[config.mk]
export PLATFORM = sky130hd
export DESIGN_NAME = fifo_gray_reader
export DESIGN_NICKNAME = d
export VERILOG_FILES = /design/src/rtl/gray_pkg.sv /design/src/rtl/gray_calc.sv /design/src/rtl/fifo_gray_reader.sv
export SDC_FILE = /design/constraint.sdc
export NUM_CORES = 1
export LEC_CHECK = 0
export CORE_MARGIN = 2
export CORE_UTILIZATION = 50
export CTS_BUF_LIST = sky130_fd_sc_hd__clkbuf_16
export DETAILED_ROUTE_END_ITERATION = 12
export GPL_TIMING_DRIVEN = 0
export PLACE_DENSITY = 0.8
export SLEW_MARGIN = 20
export SYNTH_ARGS = -nofsm -noshare
export SYNTH_HDL_FRONTEND = slang
export SYNTH_SLANG_ARGS = --single-unit
export TNS_END_PERCENT = 20
[constraint.sdc]
create_clock -name clk -period 17.3 [get_ports clk]
set_input_delay 3.46 -clock clk [delete_from_list [all_inputs] [get_ports clk]]
set_output_delay 3.46 -clock clk [all_outputs]
set_load 0.05 [all_outputs]
[src/rtl/gray_pkg.sv]
// Shared constants and FSM state encoding for the FIFO-to-grey pixel reader.
package gray_pkg;

    localparam int unsigned COEF_R     = 77;
    localparam int unsigned COEF_G     = 150;
    localparam int unsigned COEF_B     = 29;
    localparam int unsigned GRAY_SHIFT = 8;

    typedef logic [1:0] state_t;

    localparam state_t ST_READ    = 2'd0;
    localparam state_t ST_CAPTURE = 2'd1;
    localparam state_t ST_CALC    = 2'd2;
    localparam state_t ST_OUT     = 2'd3;

endpackage

[src/rtl/gray_calc.sv]
// Weighted RGB-to-grey sum and shift; define GRAY_ROUND_EN for round-half-up instead of truncation.
module gray_calc
    import gray_pkg::*;
#(
    parameter int unsigned DATA_WIDTH = 8
) (
    input  logic [DATA_WIDTH-1:0] r,
    input  logic [DATA_WIDTH-1:0] g,
    input  logic [DATA_WIDTH-1:0] b,
    output logic [DATA_WIDTH-1:0] gray_c
);

    localparam int unsigned SUM_W = 2 * DATA_WIDTH;
`ifdef GRAY_ROUND_EN
    localparam int unsigned ROUND_ADD = 1 << (GRAY_SHIFT - 1);
`else
    localparam int unsigned ROUND_ADD = 0;
`endif

    logic [SUM_W-1:0] sum;

    // Coefficients total 256, so the rounded sum still fits SUM_W bits.
    always_comb begin
        sum    = SUM_W'(COEF_R) * SUM_W'(r)
               + SUM_W'(COEF_G) * SUM_W'(g)
               + SUM_W'(COEF_B) * SUM_W'(b)
               + SUM_W'(ROUND_ADD);
        gray_c = DATA_WIDTH'(sum >> GRAY_SHIFT);
    end

endmodule

[src/rtl/fifo_gray_reader.sv]
// Reads R,G,B byte triples from a FIFO and emits one grey pixel per triple over a valid/ready port.
// Optional build macro GRAY_ROUND_EN selects rounding in gray_calc.
module fifo_gray_reader
    import gray_pkg::*;
#(
    parameter int unsigned DATA_WIDTH = 8,
    parameter int unsigned CNT_WIDTH  = 16
) (
    input  logic                  clk,
    input  logic                  rst,
    input  logic                  fifo_empty,
    output logic                  fifo_rd,
    input  logic [DATA_WIDTH-1:0] fifo_data,
    output logic [DATA_WIDTH-1:0] pix_data,
    output logic                  pix_valid,
    input  logic                  pix_ready,
    output logic                  busy,
    output logic [CNT_WIDTH-1:0]  pix_count
);

    state_t                state;
    state_t                state_nxt;
    logic [1:0]            chan;
    logic [1:0]            chan_nxt;
    logic                  rd_c;
    logic                  accept_c;
    logic [DATA_WIDTH-1:0] ch_r;
    logic [DATA_WIDTH-1:0] ch_g;
    logic [DATA_WIDTH-1:0] ch_b;
    logic [DATA_WIDTH-1:0] gray_c;

    gray_calc #(
        .DATA_WIDTH (DATA_WIDTH)
    ) u_calc (
        .r      (ch_r),
        .g      (ch_g),
        .b      (ch_b),
        .gray_c (gray_c)
    );

    always_ff @(posedge clk) begin
        if (rst) begin
            state <= ST_READ;
            chan  <= 2'd0;
        end else begin
            state <= state_nxt;
            chan  <= chan_nxt;
        end
    end

    always_comb begin
        state_nxt = state;
        chan_nxt  = chan;
        rd_c      = 1'b0;
        accept_c  = 1'b0;
        case (state)
            ST_READ: begin
                if (!fifo_empty) begin
                    rd_c      = 1'b1;
                    state_nxt = ST_CAPTURE;
                end
            end
            ST_CAPTURE: begin
                if (chan == 2'd2) begin
                    state_nxt = ST_CALC;
                end else begin
                    chan_nxt  = chan + 2'd1;
                    state_nxt = ST_READ;
                end
            end
            ST_CALC: begin
                state_nxt = ST_OUT;
            end
            ST_OUT: begin
                if (pix_ready) begin
                    accept_c  = 1'b1;
                    chan_nxt  = 2'd0;
                    state_nxt = ST_READ;
                end
            end
            default: begin
                chan_nxt  = 2'd0;
                state_nxt = ST_READ;
            end
        endcase
    end

    // Read strobe must be decoded in the READ cycle so data lands during CAPTURE.
    assign fifo_rd = rd_c & ~rst;

    always_ff @(posedge clk) begin
        if (rst) begin
            ch_r      <= '0;
            ch_g      <= '0;
            ch_b      <= '0;
            pix_data  <= '0;
            pix_valid <= 1'b0;
            pix_count <= '0;
            busy      <= 1'b0;
        end else begin
            if (state == ST_CAPTURE) begin
                case (chan)
                    2'd0:    ch_r <= fifo_data;
                    2'd1:    ch_g <= fifo_data;
                    default: ch_b <= fifo_data;
                endcase
            end
            if (state == ST_CALC) begin
                pix_data <= gray_c;
            end
            if (accept_c) begin
                pix_count <= pix_count + CNT_WIDTH'(1);
            end
            pix_valid <= (state_nxt == ST_OUT);
            busy      <= !((state_nxt == ST_READ) && (chan_nxt == 2'd0));
        end
    end

endmodule

## Word-level counts from Yosys, hierarchy flattened

Index checks and enable logic that the tools add are counted.

| operators by class | value |
|---|---|
| shifts and indexed selects | 0 |
| magnitude comparators | 0 |
| multiply operators | 3 |
| mux-type cells | 11 |
| add/subtract/negate cells | 4 |
| reduce and logical (&&, ||, !) cells | 10 |
| eq/ne operators | 6 |
| bitwise logic cells | 3 |
| div/mod/pow operators | 0 |

Operators with widths:

| cell | count |
|---|---|
| 7-bit by 8-bit multiplier with 15-bit output, first input constant | 2 |
| 15-bit by 16-bit adder with 16-bit output | 1 |
| 16-bit by 1-bit adder with 16-bit output, second input constant | 1 |
| 16-bit by 13-bit adder with 16-bit output | 1 |
| 5-bit by 8-bit multiplier with 13-bit output, first input constant | 1 |
| 2-bit 2-to-1 mux | 5 |
| 2-bit equality test, second input constant | 4 |
| 2-bit logical NOT | 4 |
| 2-bit one-hot mux with 4 select lines | 1 |
| 2-bit AND reduction | 3 |
| 2-bit by 1-bit equality test with 1-bit output, second input constant | 2 |
| 1-bit 2-to-1 mux | 4 |
| 2-bit one-hot mux with 2 select lines | 1 |
| 2-bit by 1-bit adder with 2-bit output, second input constant | 1 |
| 1-bit inverter | 2 |
| 2-bit OR reduction | 1 |
| 1-bit bitwise AND | 1 |
| 1-bit logical AND | 1 |
| 1-bit logical NOT | 1 |

| storage, ports and cells | value |
|---|---|
| flip-flop bits (word level) | 54 |
| word-level logic and storage cells | 46 |
| latch bits | 0 |
| bits of input ports | 12 |
| ROM bits | 0 |
| memories kept | 0 |
| RAM bits | 0 |

## Longest topological paths before layout

Gate-level depths: netlist (run 1).

| depth | value |
|---|---|
| depth in word-level cells | 6 |
| mapped depth | 25 |
| mapped depth without buffers | 25 |

## Cells and area by module

A second synthesis (run 1) with hierarchy kept.

| unflattened totals | value |
|---|---|
| cells, all modules | 564 |
| area, all modules | 5265.0 sq um |

By module, submodules not included:

| module | cells each | times used | seq. area each (sq um) | area each (sq um) |
|---|---|---|---|---|
| gray_calc | 313 | 1 | 0.0 | 3095.5 |
| fifo_gray_reader | 251 | 1 | 1081.0 | 2169.6 |

## Least setup slack after synthesis (run 1)

Ideal clock, no wire load.

| timing | value |
|---|---|
| kind | input -> output |
| start point | input rst |
| end point | output fifo_rd |
| cell stages on the path | 3 |
| setup slack | 8.555 ns |
| data required time | 13.840 ns |
| path buffers | 2 |
| arrival time | 5.285 ns |
| path through | clkbuf_1 -> clkbuf_1 -> nor4_1 |

| between the ends | value |
|---|---|
| longest elaborated chain between the ends | 2 |

RTL lines:

| item | RTL line | RTL |
|---|---|---|
| start, declared | fifo_gray_reader.sv:10 | `input logic rst,` |
| 1-bit inverter | fifo_gray_reader.sv:89 | `assign fifo_rd = rd_c & ~rst;` |
| 1-bit bitwise AND | fifo_gray_reader.sv:89 |  |
| end, declared | fifo_gray_reader.sv:12 | `output logic fifo_rd,` |

Every way passes these cells.

## Worst setup path after layout (run 1)

Ends and elaborated chain as after synthesis.

==> results of run 1 <==
-- routing by layer --
layer	vias to the layer above	part of all wire, %	wire (um)
met2	62	52	5950
li1	2047	-	-
met5	-	0	0
met4	0	1.3	145
met3	14	2.8	323
met1	2015	44	5060
-- cell families after synthesis --
group / Yosys count
flip-flops: 54
buffers and inverters: 113
AND/OR/NAND/NOR: 160
AO/OA/AOI/OAI: 95
adder cells (fa/ha/maj): 144
XOR/XNOR: 26
multiplexers: 3
-- cell usage in the layout, fill, tap and decap left out, types with 3 or more instances in the layout --
master            n
a21o_1            7
a21oi_1          52
and3_1            7
clkbuf_1         11
clkbuf_16         5
clkdlybuf4s50_1  38
dfxtp_1          54
fa_1             55
ha_1             89
inv_1            97
nand2_1          65
nand2b_1          6
nand3_1          21
nand4_1           7
nor2_1           29
nor2b_1           3
o211ai_1          6
o21ai_0          10
or3_1             4
xnor2_1          13
xor2_1           13
-- worst min-delay path by stage --
stage | from | endpoint | slack [ps] | depth (start not counted)
6_report | pix_data[0] | pix_data[0] | 450 | 2
5_1_grt | pix_data[0] | pix_data[0] | 480 | 2
4_1_cts | pix_data[0] | pix_data[0] | 460 | 2
3_5_place_dp | pix_data[0] | pix_data[0] | 450 | 2
3_3_place_gp | pix_data[0] | pix_data[0] | 440 | 2
2_1_floorplan | ch_r[0] | ch_r[0] | 480 | 2
-- worst register-to-register path, delay by kind of cell (launching register included) --
family / cells / cell delay, ps
simple gates: 3 / 310
flops: 1 / 460
fa+ha+maj: 10 / 4010
xor+xnor: 2 / 290
compound gates: 4 / 1100
buf+inv: 4 / 210
-- sequential cells by signal, indices dropped and copies added (netlist names) --
register and count:
state 2, ch_r 8, pix_valid 1, ch_b 8
chan 2, pix_count 16, ch_g 8, pix_data 8
busy 1
-- power breakdown --
part | switching [mW] | leakage [nW] | internal (mW) | total (mW)
logic | 0.0424 | 2.44 | 0.0294 | 0.0718
registers | 0.00412 | 0.437 | 0.127 | 0.131
clock network | 0.0454 | 0.0672 | 0.0530 | 0.0984
total | 0.0920 | 2.95 | 0.209 | 0.301
-- final cells by class --
| type | count | area, sq um | share of cell area (%) |
|---|---|---|---|
| well taps | 136 | 170 | 2.82 |
| plain buffers | 16 | 83.8 | 1.39 |
| flip-flops and latches | 54 | 1080 | 17.9 |
| multi-input cells | 428 | 3800 | 63.1 |
| repair buffers | 38 | 380 | 6.31 |
| inverters | 97 | 364 | 6.04 |
| clock inverters | 3 | 16.3 | 0.270 |
| clock buffers | 5 | 125 | 2.08 |
-- stage by stage --
step	total power, mW	std cells	hold WS [ps]	cell area, sq um	util, %
floorplan	0.185	595	482	5330	-
global placement	0.202	769	440	5880	57.0
detailed placement	0.206	769	447	5880	57.0
CTS	0.302	777	456	6020	58.4
global route	0.317	777	481	6020	58.4
finish	0.301	777	454	6020	58.4
==> results.txt, run 1 <==
----------------------------------------------------
[Status]
  Status ... complete, no violations

[Critical path]
  Arrival time of data at the critical path endpoint ... 5570 ps
  Nature of the critical path startpoint ... input pin
  Cell type of the slowest stage on the worst timing path ... clkdlybuf4s50_1
  Total number of cells along the worst setup path ... 5
  Critical path capture point ... fifo_rd
  Worst Reg2Reg Path Length in Cells ... 23
  Launching element of the worst setup path ... rst
  Startpoint of the most critical register-to-register path ... ch_g[4]
  Worst endpoint required time ... 13840 ps
  Reg-to-reg slack, setup ... 10850 ps
  Critical path fanouts, max ... 10
  Crit-path leading delay family ... buffers and inverters
  Crit path largest cell delay ... 720 ps
  Critical path type ... input pin to output port
  Reg-to-Reg End ... pix_data[5]
  Ordered cell list for the critical path ... clkdlybuf4s50_1 > clkbuf_1 > clkbuf_1 > nor4_1 > clkdlybuf4s50_1
  Critical Path Sink Type ... output port
  Number of buffers and inverters on the critical path ... 4

[GRT]
  Number of antenna violations at the first check in global routing ... 0
  Overall global routing resource usage ... 21.2%
  Largest net degree at the start of global routing ... 17
  Remaining global-route overflow ... 0
  First-pass GRT wire length ... 19.6 mm
  Met2 layer usage reported by global route ... 38.6%
  Via count of the first global-routing pass ... 4244
  GRT Max-Usage Layer ... met2
  Met1 track demand over resource ... 27.5%
  Met3 global-route usage ... 2.06%

[Logic synthesis]
  Cell count after synthesis ... 595
  Ys Warns ... 0
  Mean Syn Cell Area ... 8.96 sq um
  Share of synthesized area spent on multiplexers ... 0.610%
  Synth async-reset ratio ... 0%
  Count of unique library cells instantiated by Yosys ... 51
  Most instantiated flip-flop cell in the synthesis netlist ... dfxtp_1
  Share of the synthesized netlist area taken by xor and xnor gates ... 4.27%
  Simple-Gate Fraction of Synth Area ... 14.3%
  Adder-cell area share of the yosys netlist ... 41.5%
  Share of the yosys chip area belonging to registers ... 20.3%
  Flip-flop and latch count after synthesis ... 54
  Dominant cell by count in the synthesized netlist ... inv_1
  Synthesized net count ... 751
  Number of enable flip-flop cells after synthesis ... 0
  Netlist area before placement ... 5330 sq um
  Top cells by area in the synthesized netlist ... ha_1 21%, fa_1 21%, dfxtp_1 20%
  Compound-gate portion of the synthesized area ... 10.6%
  Leading post-synthesis cells by instance count ... 97 x inv_1, 89 x ha_1, 65 x nand2_1, 55 x fa_1, 54 x dfxtp_1
  Yosys top cell area share ... 20.9%
  Top cell type by total area after synthesis ... ha_1
  Largest family of logic cells by synthesized area ... adder cells

[STA]
  Relative max-transition margin ... 63.6%
  Clock skew after layout ... 5.31 ps
  Unrepaired setup endpoints after global routing ... no
  Final max-slew violation count ... 0
  Final worst path period share ... 52.2%
  Final hold viol count ... 0
  Total negative setup slack ... 0 ps
  Final period demand of the worst path ... 9030 ps
  Total setup violations reported at the end of the flow ... 0
  Transition at the pin with the smallest max-transition slack ... 547 ps
  Minimum setup slack in the final design ... 8270 ps
  Maximum frequency from static timing analysis ... 111 MHz

[CTS]
  Sinks on the clock net ... 54
  Buffer depth of the longest clock path ... 2
  Deepest level of the CTS H-tree ... 2
  CTS tree ... done
  Clock transition at the register clock pins on the worst setup and hold paths after CTS ... 70 ps
  Latest clock arrival within the worst-skew pair ... 290 ps
  Root Buffer ... clkbuf_16
  Post-CTS Resized ... 0
  Post-cts hold buffer count ... 0
  Setup repair bufs after CTS ... 0
  Total clock buffers created by CTS ... 5

[Drt]
  Total wire length ... 11.5 mm
  Number of antenna-violating nets in the routed design ... 0
  Routed length per instance ... 14.8 um
  Pre-Repair DR Iteration Count ... 4
  Via count of the routed design ... 4138
  Post-detailed-route via-to-cell ratio ... 5.33
  Total DRC errors in the routed layout ... 0
  Initial DRC count ... 135

[Die]
  Full die area ... 11500 sq um
  Die extent in y ... 107 um
  Area of the core ... 10300 sq um
  Boundary Pins ... 39
  Row cnt ... 37
  Initial cell density of the core ... 51.7%
  Width of the die ... 107 um

[Flow run]
  Max-cap violations ... 0

[Place]
  Post-DP HPWL ... 9.58 mm
  PortBufs ... 38
  Setup Slack @ Placement ... 8290 ps
  Final weighted congestion in routability-driven placement ... 0.869

[Final layout]
  Ant. Diodes ... 0
  Area added between synthesis and finish ... 13.0%
  Layout cells sized above 1 ... 3.12%
  Number of inserted filler cells in the final layout ... 908
  Final net count ... 796

[Power]
  Total leakage power ... 2.95 nW
  Power density over the cells ... 49.9 nW/um^2
  Maximum ir drop on the vdd rail ... 58.0 uV

[Min path]
  Hold WC Path Type ... register to register

----------------------------------------------------
No activity file was read; power rests on OpenSTA's default activity.
==> run 2, diff against run 1 <==
==> constraint.sdc (replaced) <==
create_clock -name clk -period 8.4 [get_ports clk]
set_input_delay 1.68 -clock clk [delete_from_list [all_inputs] [get_ports clk]]
set_output_delay 1.68 -clock clk [all_outputs]
set_load 0.05 [all_outputs]
==> results of run 2 <==
Same layout as run 1 (identical final DEF). Status: complete, no violations.
Main changes from that run: setup slack after placement 8290 ps -> 1940 ps; setup slack after layout 8270 ps -> 1950 ps; start point of the critical path rst -> ch_g[4]; end point of the critical path fifo_rd -> pix_data[5]; register-to-register setup slack 10850 ps -> 1950 ps; total power 0.301 mW -> 0.620 mW; worst IR drop on VDD 58.0 uV -> 119 uV
==> run 3, diff against run 2 <==
--- a/config.mk
+++ b/config.mk
@@ -10,7 +10,7 @@
 export CTS_BUF_LIST = sky130_fd_sc_hd__clkbuf_16
 export DETAILED_ROUTE_END_ITERATION = 12
 export GPL_TIMING_DRIVEN = 0
-export PLACE_DENSITY = 0.8
+export PLACE_DENSITY = 0.82
 export SLEW_MARGIN = 20
 export SYNTH_ARGS = -nofsm -noshare
 export SYNTH_HDL_FRONTEND = slang
==> constraint.sdc (replaced) <==
create_clock -name clk -period 5.32 [get_ports clk]
set_input_delay 1.064 -clock clk [delete_from_list [all_inputs] [get_ports clk]]
set_output_delay 1.064 -clock clk [all_outputs]
set_load 0.05 [all_outputs]
==> run 3 against run 2 <==
  * The run now ends with negative setup slack left
  * Utilization increased by 2.2 points
  * Total power up 64%
  * Critical path depth unchanged
  * Clock skew up 2.5 ps
  * Register-to-register slack got worse by 2500 ps
  * Final area up 3.8%
  * Non-clock buffer count grew 3
  * Largest power group unchanged
==> results.txt, run 3 (synthesized netlist as in run 1, its figures left out) <==
----------------------------------------------------
[Status]
  Status ... complete, but fails checks
  Violations in the final reports ... negative setup slack

[Critical path]
  Arrival time of data at the critical path endpoint ... 6020 ps
  Worst Reg2Reg Path Length in Cells ... 23 (unchanged)
  Launching element of the worst setup path ... ch_g[6]
  Reg-to-reg slack, setup ... -520 ps
  Worst endpoint required time ... 5500 ps
  Critical path capture point ... pix_data[4]
  Critical path type ... register to register
  Reg-to-Reg End ... pix_data[4]
  Cell type of the slowest stage on the worst timing path ... fa_2
  Critical Path Sink Type ... register
  Crit path largest cell delay ... 530 ps
  Critical path fanouts, max ... 5
  Nature of the critical path startpoint ... register
  Startpoint of the most critical register-to-register path ... ch_g[6]
  Ordered cell list for the critical path ... ha_4 > ha_4 > inv_1 > fa_1 > fa_1 > inv_2 > ha_4 > nand4_1 > nand2_1 > nor2_1 > xnor2_1 > ha_1 > fa_1 > inv_2 > fa_2 > fa_1 > inv_2 > ha_4 > o21a_1 > a221oi_4 > o21bai_1 > xnor2_1 > o21ai_1

[Place]
  DP Area ... 6020 sq um (+2.4%)
  Post-DP HPWL ... 9.74 mm (+1.7%)
  PortBufs ... 38 (unchanged)
  Number of instances in the placed design ... 769 (unchanged)
  Final weighted congestion in routability-driven placement ... 0.914 (+5.1%)

[STA]
  Maximum frequency from static timing analysis ... 171 MHz
  Minimum setup slack in the final design ... -523 ps
  Final max-slew violation count ... 0 (unchanged)
  Clock skew after layout ... 7.81 ps (+2.50 ps)
  Final period demand of the worst path ... 5840 ps
  Total setup violations reported at the end of the flow ... 7 (+7)
  Final worst path period share ... 110%
  Unrepaired setup endpoints after global routing ... yes
  Final hold viol count ... 0 (unchanged)
  Transition at the pin with the smallest max-transition slack ... 599 ps (+52.4 ps)
  Relative max-transition margin ... 60.1% (-3.5 points)

[CTS]
  Buffer depth of the longest clock path ... 2 (unchanged)
  Sinks on the clock net ... 54 (unchanged)
  Post-cts hold buffer count ... 0 (unchanged)
  Deepest level of the CTS H-tree ... 2 (unchanged)
  Latest clock arrival within the worst-skew pair ... 290 ps (about the same)
  Clock transition at the register clock pins on the worst setup and hold paths after CTS ... 80 ps (about the same)
  Total clock buffers created by CTS ... 5 (unchanged)
  CTS tree ... done
  Root Buffer ... clkbuf_16

[Drt]
  Total wire length ... 12.1 mm (+5.7%)
  Highest routing layer actually used ... met4
  Total DRC errors in the routed layout ... 0 (unchanged)
  Met3 wirelength from detailed routing ... 457 um (+41%)
  Detailed-routing wirelength on met1 ... 5.00 mm (-1.1%)
  Via count of the routed design ... 4248 (+2.7%)
  Number of antenna-violating nets in the routed design ... 0 (unchanged)
  Post-detailed-route via-to-cell ratio ... 5.45 (+2.3%)
  Initial DRC count ... 264 (+96%)
  Routed length per instance ... 15.5 um (+5.3%)
  Routed met2 length ... 6.41 mm (+7.9%)
  Pre-Repair DR Iteration Count ... 5 (+1)

[Final layout]
  Max reg flops ... 16 (unchanged)
  Highest-count cells in the layout ignoring fill and taps ... 91 x inv_1, 78 x ha_1, 64 x nand2_1
  Area added between synthesis and finish ... 17.3%
  Most frequent standard cell in the layout excluding fill and tap cells ... inv_1
  Fin area ... 6260 sq um (+3.8%)
  Ant. Diodes ... 0 (unchanged)
  Layout cells sized above 1 ... 9.01% (+5.9 points)
  Final net count ... 799 (+0.38%)
  Register containing the most flip-flops in the final layout ... pix_count
  Post-Layout Cell Count ... 780 (+0.39%)

[Min path]
  Hold WC Path Type ... register to register
  Hold Path Depth ... 2 (unchanged)

[Die]
  Die extent in y ... 107 um (unchanged)
  Area of the core ... 10300 sq um (unchanged)
  Boundary Pins ... 39 (unchanged)
  Width of the die ... 107 um (unchanged)
  Row cnt ... 37 (unchanged)
  Initial cell density of the core ... 51.7% (unchanged)
  Full die area ... 11500 sq um (unchanged)

[Power]
  Post-layout total power ... 1.02 mW
  Maximum ir drop on the vdd rail ... 151 uV
  Switching Fraction ... 31.4%
  P_int ... 697 uW
  Seq pwr share ... 41.7% (-1.7 points)
  Power density over the cells ... 162 nW/um^2
  Reported net switching power ... 318 uW
  Combinational fraction of design power ... 25.7% (+1.8 points)
  Clock group share of total power ... 32.6% (about the same)
  Total leakage power ... 2.94 nW (about the same)

[GRT]
  First-pass GRT wire length ... 20.1 mm (+2.7%)
  Remaining global-route overflow ... 0 (unchanged)
  Via count of the first global-routing pass ... 4320 (+1.8%)
  Number of antenna violations at the first check in global routing ... 0 (unchanged)
  Largest net degree at the start of global routing ... 19 (+2)
  Overall global routing resource usage ... 22.0% (+0.83 points)

[Flow run]
  Max-cap violations ... 0 (unchanged)

----------------------------------------------------
[run 3: per-layer routing]
metal,vias up,global-route usage (%)
li1,2054,-
met1,2089,26.8
met2,87,41.4
met3,18,2.12
met4,0,5.84
met5,-,0
[run 3: worst max-delay path: cells and delay by family (launching register included)]
family / cells / cell delay (ps)
buf+inv: 4 / 220
fa+ha+maj: 10 / 3700
flops: 1 / 380
compound gates: 4 / 770
xor+xnor: 2 / 380
simple gates: 3 / 260
[run 3: layout make-up]
type | count | area, sq um
fillers | 854 | 4070
repair buffers | 41 | 403
plain buffers | 16 | 83.8
flip-flops and latches | 54 | 1100
clock buffers | 5 | 125
inverters | 97 | 364
clock inverters | 3 | 22.5
well taps | 136 | 170
multi-input cells | 428 | 3990
[run 3: timing repair]
action	CTS	global route
resized for setup	14	5
pin swaps	15	2
buffers inserted	3	0
setup endpoints to repair	8	8
[run 3: worst min path at each step]
stage | slack (ps) | start | end
2_1_floorplan | 480 | ch_g[3] | ch_g[3]
3_3_place_gp | 440 | pix_data[4] | pix_data[4]
3_5_place_dp | 440 | pix_data[4] | pix_data[4]
4_1_cts | 450 | pix_data[4] | pix_data[4]
5_1_grt | 490 | pix_data[4] | pix_data[4]
6_report | 460 | pix_data[4] | pix_data[4]
[run 3: power groups by stage]
stage          clock, mW  sequential (mW)  combinational, mW
5_1_grt            0.351            0.424              0.292
4_1_cts            0.333            0.423              0.260
6_report           0.331            0.423              0.261
3_5_place_dp           0            0.433              0.254
2_1_floorplan          0            0.432              0.185
3_3_place_gp           0            0.433              0.241
[run 3: metrics by stage]
step | worst slack [ps] | utilization [%] | TNS [ps] | hold slack, ps
2_1_floorplan | -108 | - | -379 | 481
4_1_cts | -544 | 60.5 | -2730 | 451
3_3_place_gp | -479 | 58.3 | -2750 | 437
5_1_grt | -738 | 60.6 | -4410 | 489
6_report | -523 | 60.6 | -2740 | 458
3_5_place_dp | -606 | 58.3 | -3530 | 441
